--- config.mk ---
export PLATFORM = sky130hd
export DESIGN_NAME = color_scan_controller
export DESIGN_NICKNAME = d
export VERILOG_FILES = /design/src/rtl/color_scan_controller.sv
export SDC_FILE = /design/constraint.sdc
export NUM_CORES = 1
export LEC_CHECK = 0
export ABC_AREA = 1
export BUFFER_PORTS_ARGS = -buffer_cell sky130_fd_sc_hd__buf_4
export CORE_MARGIN = 3
export CORE_UTILIZATION = 50
export DETAILED_ROUTE_END_ITERATION = 7
export PLACE_DENSITY_LB_ADDON = 0.05
export SLEW_MARGIN = 40
export SYNTH_ARGS = -nofsm -noshare
export SYNTH_HDL_FRONTEND = slang
export SYNTH_SLANG_ARGS = --single-unit
--- constraint.sdc ---
create_clock -name clock -period 4 [get_ports clock]
set_input_delay 1 -clock clock [delete_from_list [all_inputs] [get_ports clock]]
set_output_delay 1 -clock clock [all_outputs]
set_load 0.01 [all_outputs]
--- src/rtl/color_scan_controller.sv ---
// Colour sensor scan controller: steps S2/S3 through red, green and blue, counts
// colorsignal rising edges in a fixed gate per filter and reports the dominant colour.
module color_scan_controller #(
  parameter int SETTLE_CYCLES = 10000,
  parameter int GATE_CYCLES   = 100000,
  parameter int CNT_W         = 16,
  parameter int MIN_COUNT     = 8
) (
  input  logic             clock,
  input  logic             rst_n,
  input  logic             enable,
  input  logic             colorsignal,
  output logic             s2,
  output logic             s3,
  output logic [CNT_W-1:0] red_count,
  output logic [CNT_W-1:0] green_count,
  output logic [CNT_W-1:0] blue_count,
  output logic [1:0]       top_color,
  output logic             valid,
  output logic             busy
);

  // state  | meaning
  // IDLE   | filter on clear, waiting for enable
  // SETTLE | filter just switched, photodiode settling, no counting
  // GATE   | counting colorsignal rising edges for channel ch
  // DECIDE | all three shadows captured, winner being picked

  localparam int MAX_CYC = (SETTLE_CYCLES > GATE_CYCLES) ? SETTLE_CYCLES : GATE_CYCLES;
  localparam int TMR_W   = (MAX_CYC > 1) ? $clog2(MAX_CYC) : 1;

  localparam logic [TMR_W-1:0] SETTLE_LOAD = TMR_W'(SETTLE_CYCLES - 1);
  localparam logic [TMR_W-1:0] GATE_LOAD   = TMR_W'(GATE_CYCLES - 1);
  localparam logic [CNT_W-1:0] CNT_MAX     = '1;

  typedef enum logic [1:0] {ST_IDLE, ST_SETTLE, ST_GATE, ST_DECIDE} state_t;
  typedef enum logic [1:0] {CH_R, CH_G, CH_B} ch_t;

  state_t           state_q, state_d;
  ch_t              ch_q, ch_d;
  logic [TMR_W-1:0] tmr_q, tmr_d;
  logic [CNT_W-1:0] work_q, work_d;
  logic [CNT_W-1:0] sh_r_q, sh_r_d, sh_g_q, sh_g_d, sh_b_q, sh_b_d;
  logic [CNT_W-1:0] red_d, green_d, blue_d;
  logic [1:0]       top_d;
  logic             valid_d;
  logic [2:0]       sync_q;
  logic             edge_det;
  logic [CNT_W-1:0] gate_cnt;
  logic [CNT_W-1:0] win_cnt;
  logic [1:0]       win_code;

  // sync_q[1:0] is the two-flop synchronizer, sync_q[2] the previous sample
  assign edge_det = sync_q[1] & ~sync_q[2];
  assign gate_cnt = (edge_det && work_q != CNT_MAX) ? work_q + CNT_W'(1) : work_q;
  assign busy     = (state_q != ST_IDLE);

  always_comb begin
    win_code = 2'd1;
    win_cnt  = sh_r_q;
    if (sh_g_q > win_cnt) begin
      win_code = 2'd2;
      win_cnt  = sh_g_q;
    end
    if (sh_b_q > win_cnt) begin
      win_code = 2'd3;
      win_cnt  = sh_b_q;
    end
    if (32'(win_cnt) < MIN_COUNT) win_code = 2'd0;
  end

  always_comb begin
    {s2, s3} = 2'b10;
    if (state_q != ST_IDLE) begin
      case (ch_q)
        CH_R:    {s2, s3} = 2'b00;
        CH_G:    {s2, s3} = 2'b11;
        default: {s2, s3} = 2'b01;
      endcase
    end
  end

  always_comb begin
    state_d = state_q;
    ch_d    = ch_q;
    tmr_d   = tmr_q;
    work_d  = work_q;
    sh_r_d  = sh_r_q;
    sh_g_d  = sh_g_q;
    sh_b_d  = sh_b_q;
    red_d   = red_count;
    green_d = green_count;
    blue_d  = blue_count;
    top_d   = top_color;
    valid_d = 1'b0;
    case (state_q)
      ST_IDLE: begin
        if (enable) begin
          state_d = ST_SETTLE;
          ch_d    = CH_R;
          tmr_d   = SETTLE_LOAD;
        end
      end
      ST_SETTLE: begin
        if (!enable) begin
          state_d = ST_IDLE;
        end else if (tmr_q == '0) begin
          state_d = ST_GATE;
          tmr_d   = GATE_LOAD;
          work_d  = '0;
        end else begin
          tmr_d = tmr_q - TMR_W'(1);
        end
      end
      ST_GATE: begin
        if (!enable) begin
          state_d = ST_IDLE;
        end else begin
          work_d = gate_cnt;
          if (tmr_q == '0) begin
            // the final gate cycle's edge is already folded into gate_cnt
            case (ch_q)
              CH_R: begin
                sh_r_d  = gate_cnt;
                ch_d    = CH_G;
                state_d = ST_SETTLE;
                tmr_d   = SETTLE_LOAD;
              end
              CH_G: begin
                sh_g_d  = gate_cnt;
                ch_d    = CH_B;
                state_d = ST_SETTLE;
                tmr_d   = SETTLE_LOAD;
              end
              default: begin
                sh_b_d  = gate_cnt;
                state_d = ST_DECIDE;
              end
            endcase
          end else begin
            tmr_d = tmr_q - TMR_W'(1);
          end
        end
      end
      default: begin
        red_d   = sh_r_q;
        green_d = sh_g_q;
        blue_d  = sh_b_q;
        top_d   = win_code;
        valid_d = 1'b1;
        ch_d    = CH_R;
        if (enable) begin
          state_d = ST_SETTLE;
          tmr_d   = SETTLE_LOAD;
        end else begin
          state_d = ST_IDLE;
        end
      end
    endcase
  end

  always_ff @(posedge clock) begin
    if (!rst_n) begin
      sync_q      <= '0;
      state_q     <= ST_IDLE;
      ch_q        <= CH_R;
      tmr_q       <= '0;
      work_q      <= '0;
      sh_r_q      <= '0;
      sh_g_q      <= '0;
      sh_b_q      <= '0;
      red_count   <= '0;
      green_count <= '0;
      blue_count  <= '0;
      top_color   <= 2'd0;
      valid       <= 1'b0;
    end else begin
      sync_q      <= {sync_q[1:0], colorsignal};
      state_q     <= state_d;
      ch_q        <= ch_d;
      tmr_q       <= tmr_d;
      work_q      <= work_d;
      sh_r_q      <= sh_r_d;
      sh_g_q      <= sh_g_d;
      sh_b_q      <= sh_b_d;
      red_count   <= red_d;
      green_count <= green_d;
      blue_count  <= blue_d;
      top_color   <= top_d;
      valid       <= valid_d;
    end
  end

endmodule

==> metrics.md, run 1 <==
| Metric | Value |
|---|---|
| Critical path type | reg -> reg |
| Drt initial violations | 567 |
| DP Area | 7340 um2 |
| H-tree Lvls | 4 |
| Hold Crit Class | reg -> reg |
| Routed WL | 18.4 mm |
| Share of cells above drive strength 1 | 13.8% |
| Avg Inst Size Synth | 7.45 um2 |
| Worst slew margin | 46.2% |
| Number of synthesized flops with an enable pin | 0 |
| Total GRT Usage | 25.7% |
| Post-synthesis share of cell area spent on xor and xnor gates | 2.70% |
| DR DRC count | 0 |
| Final Cycle Share | 87.1% |
| Routed length per instance | 16.1 um |
| Via count | 6203 |
| Crit path DAT | 3.75 ns |
| Antenna cells | 0 |
| Vias in the first global route | 5842 |
| Largest family of logic cells by synthesized area | compound AO/OA/AOI/OAI gates |
| Sequential area share after synthesis | 40.8% |
| Root Buffer | clkbuf_16 |
| Max-cap violations | 0 |
| Yosys reg bits | 139 |
| Final Instance Area | 7970 um2 |
| Critical Path RT | 4.27 ns |
| Clock sink count | 139 |
| Final hold vios | 0 |
| Crit-path max FO | 12 |
| Synth cell types | 43 |
| CTS clk-pin slew, worst paths | 0.06 ns |
| Post-CTS Setup Bufs | 0 |
| Prevailing post-synth register cell | dfxtp_1 |
| Setup crit end kind | flop |
| RD Place Congestion | 0.954 |
| Vias per cell | 5.41 |
| Synth Area in Adders | 6.98% |
| Area share of and/or/nand/nor cells after synthesis | 20.2% |
| Area delta synth->final | 16.9% |
| First-pass GRT wire length | 30.0 mm |
| Most frequent cells in the layout | 139 x dfxtp_1, 136 x nand2_1, 111 x a21oi_1 |
| Final net count | 1000 |
| Min Hold Slack | 0.412 ns |
| Initial core utilization | 51.3% |
| Synthesized cell area | 6810 um2 |
| Post-Syn Instances | 915 |
| Overflow left after global routing | 0 |
| Min Tclk post-route | 3.48 ns |
| Most common cell after layout, fill and taps aside | dfxtp_1 |
| Mux share of post-synthesis cell area | 0% |
| Synth top area cells | dfxtp_1 41%, a21oi_1 8.2%, nand2_1 7.5%, o21ai_0 7.1%, ha_1 7.0% |
| Final setup TNS | 0 ns |
| CTS tree | yes |
| Inserted Clock Buffers | 17 |
| Synth Area in Compound Gates | 20.3% |
| PwrDens | 451 nW/um2 |
| Clock Tree Buf Depth | 2 |
| Measured slew at the worst slew-check pin | 0.807 ns |
| DP Worst Slack | 0.332 ns |
| Status | finished, final reports clean |
| Pleak | 3.56 nW |
| Type of origin of the critical path | flop |
| Top cell type by total area after synthesis | dfxtp_1 |
| Die height | 123 um |
| Synth Net Count | 957 |
| First-pass iteration count of the detailed router | 6 |
| Die Footprint | 15100 um2 |
| Core box area | 13300 um2 |
| RSZ-0062 raised after global routing | no |
| Setup violators final | 0 |
| Final Slew Violations | 0 |
| Io pins | 58 |
| Clk Latency, worst-skew pair | 0.42 ns |
| Initial antenna violation count | 0 |
| F_max | 287 MHz |
| DP HPWL | 13.6 mm |
| Die W | 123 um |
| VDD IR max | 265 uV |
| Synth Warn # | 0 |
| Asr flop ratio synth | 0% |
| Post-synth top area share | 40.8% |
| Final Worst Setup Slack | 0.518 ns |
| Site Rows | 42 |
| Worst Clk Skew | 0.00715 ns |
| I/O Buffers | 57 |
| Residual antenna-violating net count after detailed routing | 0 |
| Largest net degree at the start of global routing | 67 |
| Final Core Density | 59.9% |
repair_timing:
item,CTS,global route
setup endpoints to repair,0,2
gates resized for setup,0,2
hold buffers,0,0
Yosys cell counts (3+ instances only):
cell type  number
a22oi_1         3
o21ai_0        97
xor2_1         18
buf_4           5
a211oi_1        6
clkbuf_1       29
a21oi_1       111
nand4_1        11
nor3_1         15
nand2_2         3
a21oi_2         9
nor2_1         96
dfxtp_1       139
xnor2_1         3
nand2_1       137
nor2_2          5
buf_2           4
inv_1         108
nand3_2         3
or2_2           5
a221oi_1        3
nand3_1        26
ha_1           38
o21ai_1        18
sequential cells by signal, summed over array words and instances, names as in the netlist:
name	cells
blue_count	16
ch_q	2
green_count	16
red_count	16
sh_b_q	16
sh_g_q	16
sh_r_q	16
state_q	2
sync_q	3
tmr_q	17
top_color	2
valid	1
work_q	16
path summary, 6_finish.rpt:
kind | startpoint | to | slack (ns) | cells past startpoint
setup / recovery | sh_r_q[11] | top_color[1] | 0.52 | 22
setup reg to reg | sh_r_q[11] | top_color[1] | 0.52 | 22
hold / removal | sync_q[0] | sync_q[1] | 0.41 | 2
hold reg to reg | sync_q[0] | sync_q[1] | 0.41 | 2
final cells by class:
cell class / instances / area [um2]
fillers: 1276 / 5330
clock buffers: 21 / 450
inverters: 110 / 413
flip-flops and latches: 139 / 2780
repair buffers: 66 / 508
well taps: 176 / 220
multi-input cells: 624 / 3420
clock inverters: 11 / 169
report_power, final:
part           internal [mW]  switching (mW)  total (mW)
combinational          0.167           0.301       0.469
clock                   1.06           0.594        1.65
sequential              1.44          0.0375        1.47
total                   2.66           0.933        3.60
logic make-up (layout without fill, tap and decap cells):
logic type / after synthesis / count (layout)
xor+xnor: 21 / 21
buf+inv: 152 / 208
simple gates: 310 / 310
fa+ha+maj: 38 / 38
flops: 139 / 139
compound gates: 255 / 255
worst max-delay path, stage by stage, from the launching register on:
cell	delay, ns
dfxtp_1	0.33
inv_1	0.08
ha_1	0.33
nand4_1	0.11
nor3_1	0.25
nand3_1	0.16
nand2_2	0.25
nand2_1	0.12
nand2_1	0.10
inv_1	0.05
ha_1	0.29
nand2_1	0.06
inv_1	0.06
nand3_1	0.12
nor3_1	0.29
nand2_1	0.08
a21boi_1	0.16
nor2_1	0.13
nand2_1	0.07
nor2_1	0.10
nand2_1	0.07
nand3_1	0.07
a21oi_1	0.07
metrics by stage:
stage	std cells	power [mW]
after global placement	1114	1.95
after global routing	1147	3.76
after CTS	1147	3.62
after detailed placement	1115	1.97
final	1147	3.60
after floorplan	915	1.82
per-layer routing:
| layer | track usage [%] | vias up | share of wire [%] |
|---|---|---|---|
| met5 | 0 | - | 0 |
| met1 | 33.7 | 2929 | 46 |
| met4 | 9.66 | 0 | 2.3 |
| met3 | 4.52 | 35 | 3.4 |
| li1 | - | 3111 | - |
| met2 | 42.1 | 128 | 48 |
(Power assumes the default switching activity.)
==> run 2, diff against run 1 <==
--- a/config.mk
+++ b/config.mk
@@ -7,8 +7,10 @@
 export LEC_CHECK = 0
 export ABC_AREA = 1
 export BUFFER_PORTS_ARGS = -buffer_cell sky130_fd_sc_hd__buf_4
+export CELL_PAD_IN_SITES_DETAIL_PLACEMENT = 0
+export CELL_PAD_IN_SITES_GLOBAL_PLACEMENT = 2
 export CORE_MARGIN = 3
-export CORE_UTILIZATION = 50
+export CORE_UTILIZATION = 31
 export DETAILED_ROUTE_END_ITERATION = 7
 export PLACE_DENSITY_LB_ADDON = 0.05
 export SLEW_MARGIN = 40
==> constraint.sdc (replaced) <==
create_clock -name clock -period 3.19 [get_ports clock]
set_input_delay 0.7975 -clock clock [delete_from_list [all_inputs] [get_ports clock]]
set_output_delay 0.7975 -clock clock [all_outputs]
set_load 0.01 [all_outputs]
==> metrics.md, run 2 (same netlist as run 1, synthesis figures left out) <==
| Metric | Value |
|---|---|
| Status | finished, final reports clean |
| Worst Clk Skew | 0.0112 ns (+0.00410 ns) |
| Root Buffer | clkbuf_16 |
| M2 GR Usage | 30.4% (-12 points) |
| Most frequent cells in the layout | 130 x dfxtp_1, 121 x nand2_1, 109 x buf_4 |
| Clock sink count | 139 (unchanged) |
| CTS clk-pin slew, worst paths | 0.06 ns (about the same) |
| Max-cap violations | 0 (unchanged) |
| Area delta synth->final | 30.4% |
| Die height | 154 um (+26%) |
| I/O Buffers | 57 (unchanged) |
| Site Rows | 53 (+26%) |
| Die W | 154 um (+26%) |
| Die Footprint | 23800 um2 (+58%) |
| Io pins | 58 (unchanged) |
| Worst slew margin | 51.7% (+5.6 points) |
| Top Usage Layer GRT | met2 |
| Setup violators final | 0 (unchanged) |
| Final Cycle Share | 95.7% (+8.7 points) |
| Residual antenna-violating net count after detailed routing | 0 (unchanged) |
| Drt initial violations | 248 (-56%) |
| Type of origin of the critical path | flop |
| Total GRT Usage | 17.4% (-8.3 points) |
| Final Instance Area | 8890 um2 (+12%) |
| Hold-fix buffers at CTS | 0 (unchanged) |
| Largest register FFs | 17 (unchanged) |
| RSZ-0062 raised after global routing | yes |
| VDD IR max | 344 uV (+30%) |
| Min Tclk post-route | 3.05 ns (-0.429 ns) |
| Initial core utilization | 32.0% (-19 points) |
| Clk Latency, worst-skew pair | 0.42 ns (about the same) |
| DP HPWL | 15.4 mm (+13%) |
| Grt met1 use | 21.6% (-12 points) |
| CTS tree | yes |
| Critical path type | reg -> reg |
| First-pass GRT wire length | 32.7 mm (+9.0%) |
| Biggest register | tmr_q |
| Grt met3 use | 4.00% (-0.52 points) |
| Inserted Clock Buffers | 17 (unchanged) |
| Fillcell total | 2205 (+73%) |
| Routed length per instance | 16.1 um (+0.49%) |
| Final net count | 1049 (+4.9%) |
| DP Area | 7780 um2 (+5.9%) |
| Clock Tree Buf Depth | 2 (unchanged) |
| Measured slew at the worst slew-check pin | 0.724 ns (-0.0832 ns) |
| Final Slew Violations | 0 (unchanged) |
| Multi-input gate area | 3780 um2 (+10%) |
| PwrDens | 530 nW/um2 (+18%) |
| Critical Path RT | 3.50 ns (-0.77 ns) |
| Final hold vios | 0 (unchanged) |
| H-tree Lvls | 4 (unchanged) |
| Core box area | 21300 um2 (+60%) |
| DR DRC count | 0 (unchanged) |
| F_max | 328 MHz (+14%) |
| Most common cell after layout, fill and taps aside | dfxtp_1 |
| Register area | 2790 um2 (+0.40%) |
| Setup crit end kind | flop |
| RD Place Congestion | 0.855 (-10%) |
| Hold Crit Class | reg -> reg |
| Initial antenna violation count | 0 (unchanged) |
| Crit path DAT | 3.36 ns (-0.39 ns) |
| Routed WL | 20.9 mm (+13%) |
| Min Hold Slack | 0.420 ns (+0.00829 ns) |
| Vias in the first global route | 6124 (+4.8%) |
| First-pass iteration count of the detailed router | 4 (-2) |
| Via count | 6178 (-0.40%) |
| Largest net degree at the start of global routing | 99 (+48%) |
| Share of cells above drive strength 1 | 25.0% (+11 points) |
| Vias per cell | 4.77 (-12%) |
| Crit-path max FO | 8 (-4) |
| Antenna cells | 0 (unchanged) |
| Pleak | 3.89 nW (+9.1%) |
| Overflow left after global routing | 0 (unchanged) |
| Final Core Density | 41.8% (-18 points) |
## run 2: worst max-delay path, cell delays in order, from the launching register on
cell and delay (ns):
dfxtp_2 0.33, inv_2 0.05, ha_4 0.27, nand4_1 0.11, nor3_2 0.26, nand2_1 0.09
nand2_2 0.13, buf_6 0.15, nand3_2 0.06, nand2_2 0.08, inv_2 0.05, ha_4 0.26
nand2_2 0.05, inv_2 0.08, nand3_4 0.09, nor3_4 0.22, nand2_1 0.08, a21boi_4 0.14
nor2_1 0.08, nand2_1 0.05, nor2_1 0.09, nand2_1 0.07, nand3_1 0.07, a21oi_1 0.07
## run 2: per-layer routing
layer / share of wire (%) / up-vias
li1: - / 3211
met1: 45 / 2873
met2: 50 / 73
met3: 3.2 / 21
met4: 1.6 / 0
met5: 0 / -
## run 2: worst paths after layout
| kind | depth (start not counted) | slack [ns] | endpoint | start |
|---|---|---|---|---|
| min | 2 | 0.42 | sync_q[1] | sync_q[0] |
| max reg2reg | 23 | 0.14 | top_color[1] | sh_r_q[11] |
| max | 23 | 0.14 | top_color[1] | sh_r_q[11] |
| min reg2reg | 2 | 0.42 | sync_q[1] | sync_q[0] |
## run 2: report_power, final
part | total, mW | internal (mW) | switching [mW]
clock | 2.21 | 1.43 | 0.782
combinational | 0.657 | 0.251 | 0.405
sequential | 1.85 | 1.80 | 0.0468
## run 2: cell type report
type,instances,area share [%]
Clock buffer,21,5.18
Multi-Input combinational cell,624,42.5
Clock inverter,11,2.15
Timing Repair Buffer,115,10.2
Sequential cell,139,31.4
Tap cell,275,3.87
Inverter,110,4.65
## run 2: metrics by stage
stage | total power, mW | setup WS, ns | setup TNS, ns | std cells
after floorplan | 2.29 | 0.199 | 0 | 915
after global placement | 2.49 | -0.0580 | -0.109 | 1257
after detailed placement | 2.50 | -0.141 | -0.281 | 1257
after CTS | 4.73 | 0.0432 | 0 | 1289
after global routing | 4.93 | -0.136 | -0.272 | 1295
final | 4.71 | 0.137 | 0 | 1295
## run 2: what timing repair did
action,4_1_cts,5_1_grt
gates resized for setup,5,86
pin swaps,0,23
gates cloned,0,1
setup buffers,0,5
hold endpoints to repair,0,0
setup endpoints to repair,2,2
==> run 3, diff against run 2 <==
--- a/config.mk
+++ b/config.mk
@@ -12,6 +12,8 @@
 export CORE_MARGIN = 3
 export CORE_UTILIZATION = 31
 export DETAILED_ROUTE_END_ITERATION = 7
+export GPL_TIMING_DRIVEN = 0
+export MAX_ROUTING_LAYER = met4
 export PLACE_DENSITY_LB_ADDON = 0.05
 export SLEW_MARGIN = 40
 export SYNTH_ARGS = -nofsm -noshare
==> constraint.sdc (replaced) <==
create_clock -name clock -period 3.19 [get_ports clock]
set_input_delay 0.638 -clock clock [delete_from_list [all_inputs] [get_ports clock]]
set_output_delay 0.638 -clock clock [all_outputs]
set_load 0.01 [all_outputs]
==> metrics.md, run 3 (same netlist as run 1, synthesis figures left out) <==
| Metric | Value |
|---|---|
| Status | finished, final reports clean |
| Initial core utilization | 32.0% (unchanged) |
| Final net count | 1078 (+2.8%) |
| F_max | 315 MHz (-3.8%) |
| R2R Path End | top_color[1] |
| VDD IR max | 307 uV (-11%) |
| Type of origin of the critical path | flop |
| CTS clk-pin slew, worst paths | 0.07 ns (about the same) |
| Vias in the first global route | 6240 (+1.9%) |
| Net Switching | 1.34 mW (+8.8%) |
| DP HPWL | 16.9 mm (+9.7%) |
| Setup violators final | 0 (unchanged) |
| Register-to-register setup slack | 0.02 ns (-0.12 ns) |
| Critical Path RT | 3.47 ns (-0.03 ns) |
| Hold Path Cell Cnt | 3 (+1) |
| Cell-internal power | 3.24 mW (-7.0%) |
| RD Place Congestion | 0.816 (-4.6%) |
| Final hold vios | 0 (unchanged) |
| Clock sink count | 139 (unchanged) |
| Clock Tree Buf Depth | 2 (unchanged) |
| Min-delay src | colorsignal |
| Largest net degree at the start of global routing | 17 (-83%) |
| Post-Layout Cell Count | 1324 (+2.2%) |
| Total GRT Usage | 20.2% (+2.8 points) |
| Die W | 154 um (unchanged) |
| Largest register FFs | 17 (unchanged) |
| Antenna cells | 0 (unchanged) |
| Pleak | 3.94 nW (+1.4%) |
| Proportion of power drawn by combinational gates | 15.9% (+2.0 points) |
| WHS Endpoint | sync_q[0] |
| Min Tclk post-route | 3.17 ns (+0.119 ns) |
| DP Worst Slack | -0.663 ns (-0.522 ns) |
| Routed length per instance | 17.7 um (+9.4%) |
| DP Area | 7590 um2 (-2.5%) |
| Final Cycle Share | 99.4% (+3.7 points) |
| Placed instance count | 1247 (-0.80%) |
| Vias per cell | 4.86 (+1.8%) |
| Final Instance Area | 9230 um2 (+3.8%) |
| Inserted Clock Buffers | 17 (unchanged) |
| Biggest register | tmr_q |
| Min Hold Slack | 0.394 ns (-0.0255 ns) |
| Clk Latency, worst-skew pair | 0.43 ns (about the same) |
| Power Total | 4.58 mW (-2.9%) |
| Drt initial violations | 214 (-14%) |
| RSZ-0062 raised after global routing | yes |
| Root Buffer | clkbuf_16 |
| Area delta synth->final | 35.4% |
| Final Slew Violations | 0 (unchanged) |
| Hold-fix buffers at CTS | 0 (unchanged) |
| Crit path DAT | 3.46 ns (+0.10 ns) |
| DR DRC count | 0 (unchanged) |
| Final Worst Setup Slack | 0.0176 ns (-0.119 ns) |
| H-tree Lvls | 4 (unchanged) |
| CTS tree | yes |
| First-pass GRT wire length | 36.1 mm (+10%) |
| Die Footprint | 23800 um2 (unchanged) |
| Flop pwr share | 40.2% (+1.0 points) |
| Overflow left after global routing | 0 (unchanged) |
| Routed WL | 23.4 mm (+12%) |
| Power share of the clock group | 43.9% (-3.0 points) |
| Share of cells above drive strength 1 | 29.6% (+4.6 points) |
| Worst slew margin | 46.4% (-5.3 points) |
| Most common cell after layout, fill and taps aside | dfxtp_1 |
| Residual antenna-violating net count after detailed routing | 0 (unchanged) |
| R2R cell count | 21 (-8.7%) |
| Sw Share | 29.3% (+3.1 points) |
| Worst Clk Skew | 0.0137 ns (+0.00249 ns) |
| Multi-input gate area | 4020 um2 (+6.2%) |
| I/O Buffers | 57 (unchanged) |
| Critical path type | reg -> reg |
| Measured slew at the worst slew-check pin | 0.805 ns (+0.0810 ns) |
| Worst r2r src | sh_r_q[14] |
| Hold Crit Class | in -> reg |
| Register area | 2830 um2 (+1.1%) |
| Io pins | 58 (unchanged) |
| Die height | 154 um (unchanged) |
| First-pass iteration count of the detailed router | 7 (+3) |
| Final Core Density | 43.4% (+1.6 points) |
| Site Rows | 53 (unchanged) |
| Most frequent cells in the layout | 117 x dfxtp_1, 107 x nand2_1, 103 x buf_4 |
| Final setup TNS | 0 ns (unchanged) |
| Fillcell total | 2200 (-0.23%) |
| Initial antenna violation count | 0 (unchanged) |
| Core box area | 21300 um2 (unchanged) |
| Crit-path max FO | 6 (-2) |
| PwrDens | 496 nW/um2 (-6.5%) |
| Setup crit end kind | flop |
| Max-cap violations | 0 (unchanged) |
| Via count | 6429 (+4.1%) |
run 3: power groups by stage:
| stage | Combinational (mW) | Sequential [mW] | Clock, mW |
|---|---|---|---|
| floorplan | 0.395 | 1.89 | 0 |
| global placement | 0.625 | 1.89 | 0 |
| detailed placement | 0.618 | 1.89 | 0 |
| CTS | 0.676 | 1.84 | 2.06 |
| global route | 0.805 | 1.85 | 2.13 |
| finish | 0.727 | 1.84 | 2.01 |
run 3: how the worst max path moves through the flow:
stage                from            to  depth (start not counted)
2_1_floorplan  sh_r_q[15]  top_color[0]                         23
3_3_place_gp   sh_r_q[15]  top_color[1]                         23
3_5_place_dp   sh_r_q[15]  top_color[1]                         23
4_1_cts        sh_r_q[10]  top_color[1]                         24
5_1_grt        sh_r_q[14]  top_color[0]                         24
6_report       sh_r_q[14]  top_color[1]                         21
run 3: per-layer routing:
| metal | global-route usage [%] | up-vias | part of all wire (%) |
|---|---|---|---|
| li1 | - | 3286 | - |
| met5 | - | - | 0 |
| met2 | 31.8 | 105 | 46 |
| met3 | 3.44 | 25 | 3.1 |
| met4 | 5.68 | 0 | 1.8 |
| met1 | 26.9 | 3013 | 49 |
run 3: worst max-delay path, stage by stage (launching register included):
cell      delay [ns]
dfxtp_4         0.37
inv_2           0.05
ha_1            0.28
nand2_2         0.08
nor3_4          0.26
nand2_2         0.10
nand2_4         0.13
nand2_8         0.09
buf_8           0.14
nand2_2         0.05
o21ai_2         0.09
ha_1            0.32
nand4_1         0.14
inv_1           0.09
nand2_1         0.05
nand2_1         0.08
nand2_2         0.06
a21boi_4        0.17
buf_4           0.13
nand4_1         0.13
nand3_2         0.14
a21oi_2         0.05
run 3: area by class of cell:
type                    count  area share (%)
multi-input cells         624            43.5
repair buffers            102            8.70
flip-flops and latches    139            30.6
plain buffers              42            2.56
well taps                 275            3.73
clock inverters            15            1.75
clock buffers              17            4.61
inverters                 110            4.53
run 3: repair_timing:
action                                 CTS  global route
pin swaps                               29            44
gates resized for setup                 78           102
setup buffers                           39             7
setup endpoints to repair                2             3
cloned                                   2             1
endpoints found under the hold margin    0             0
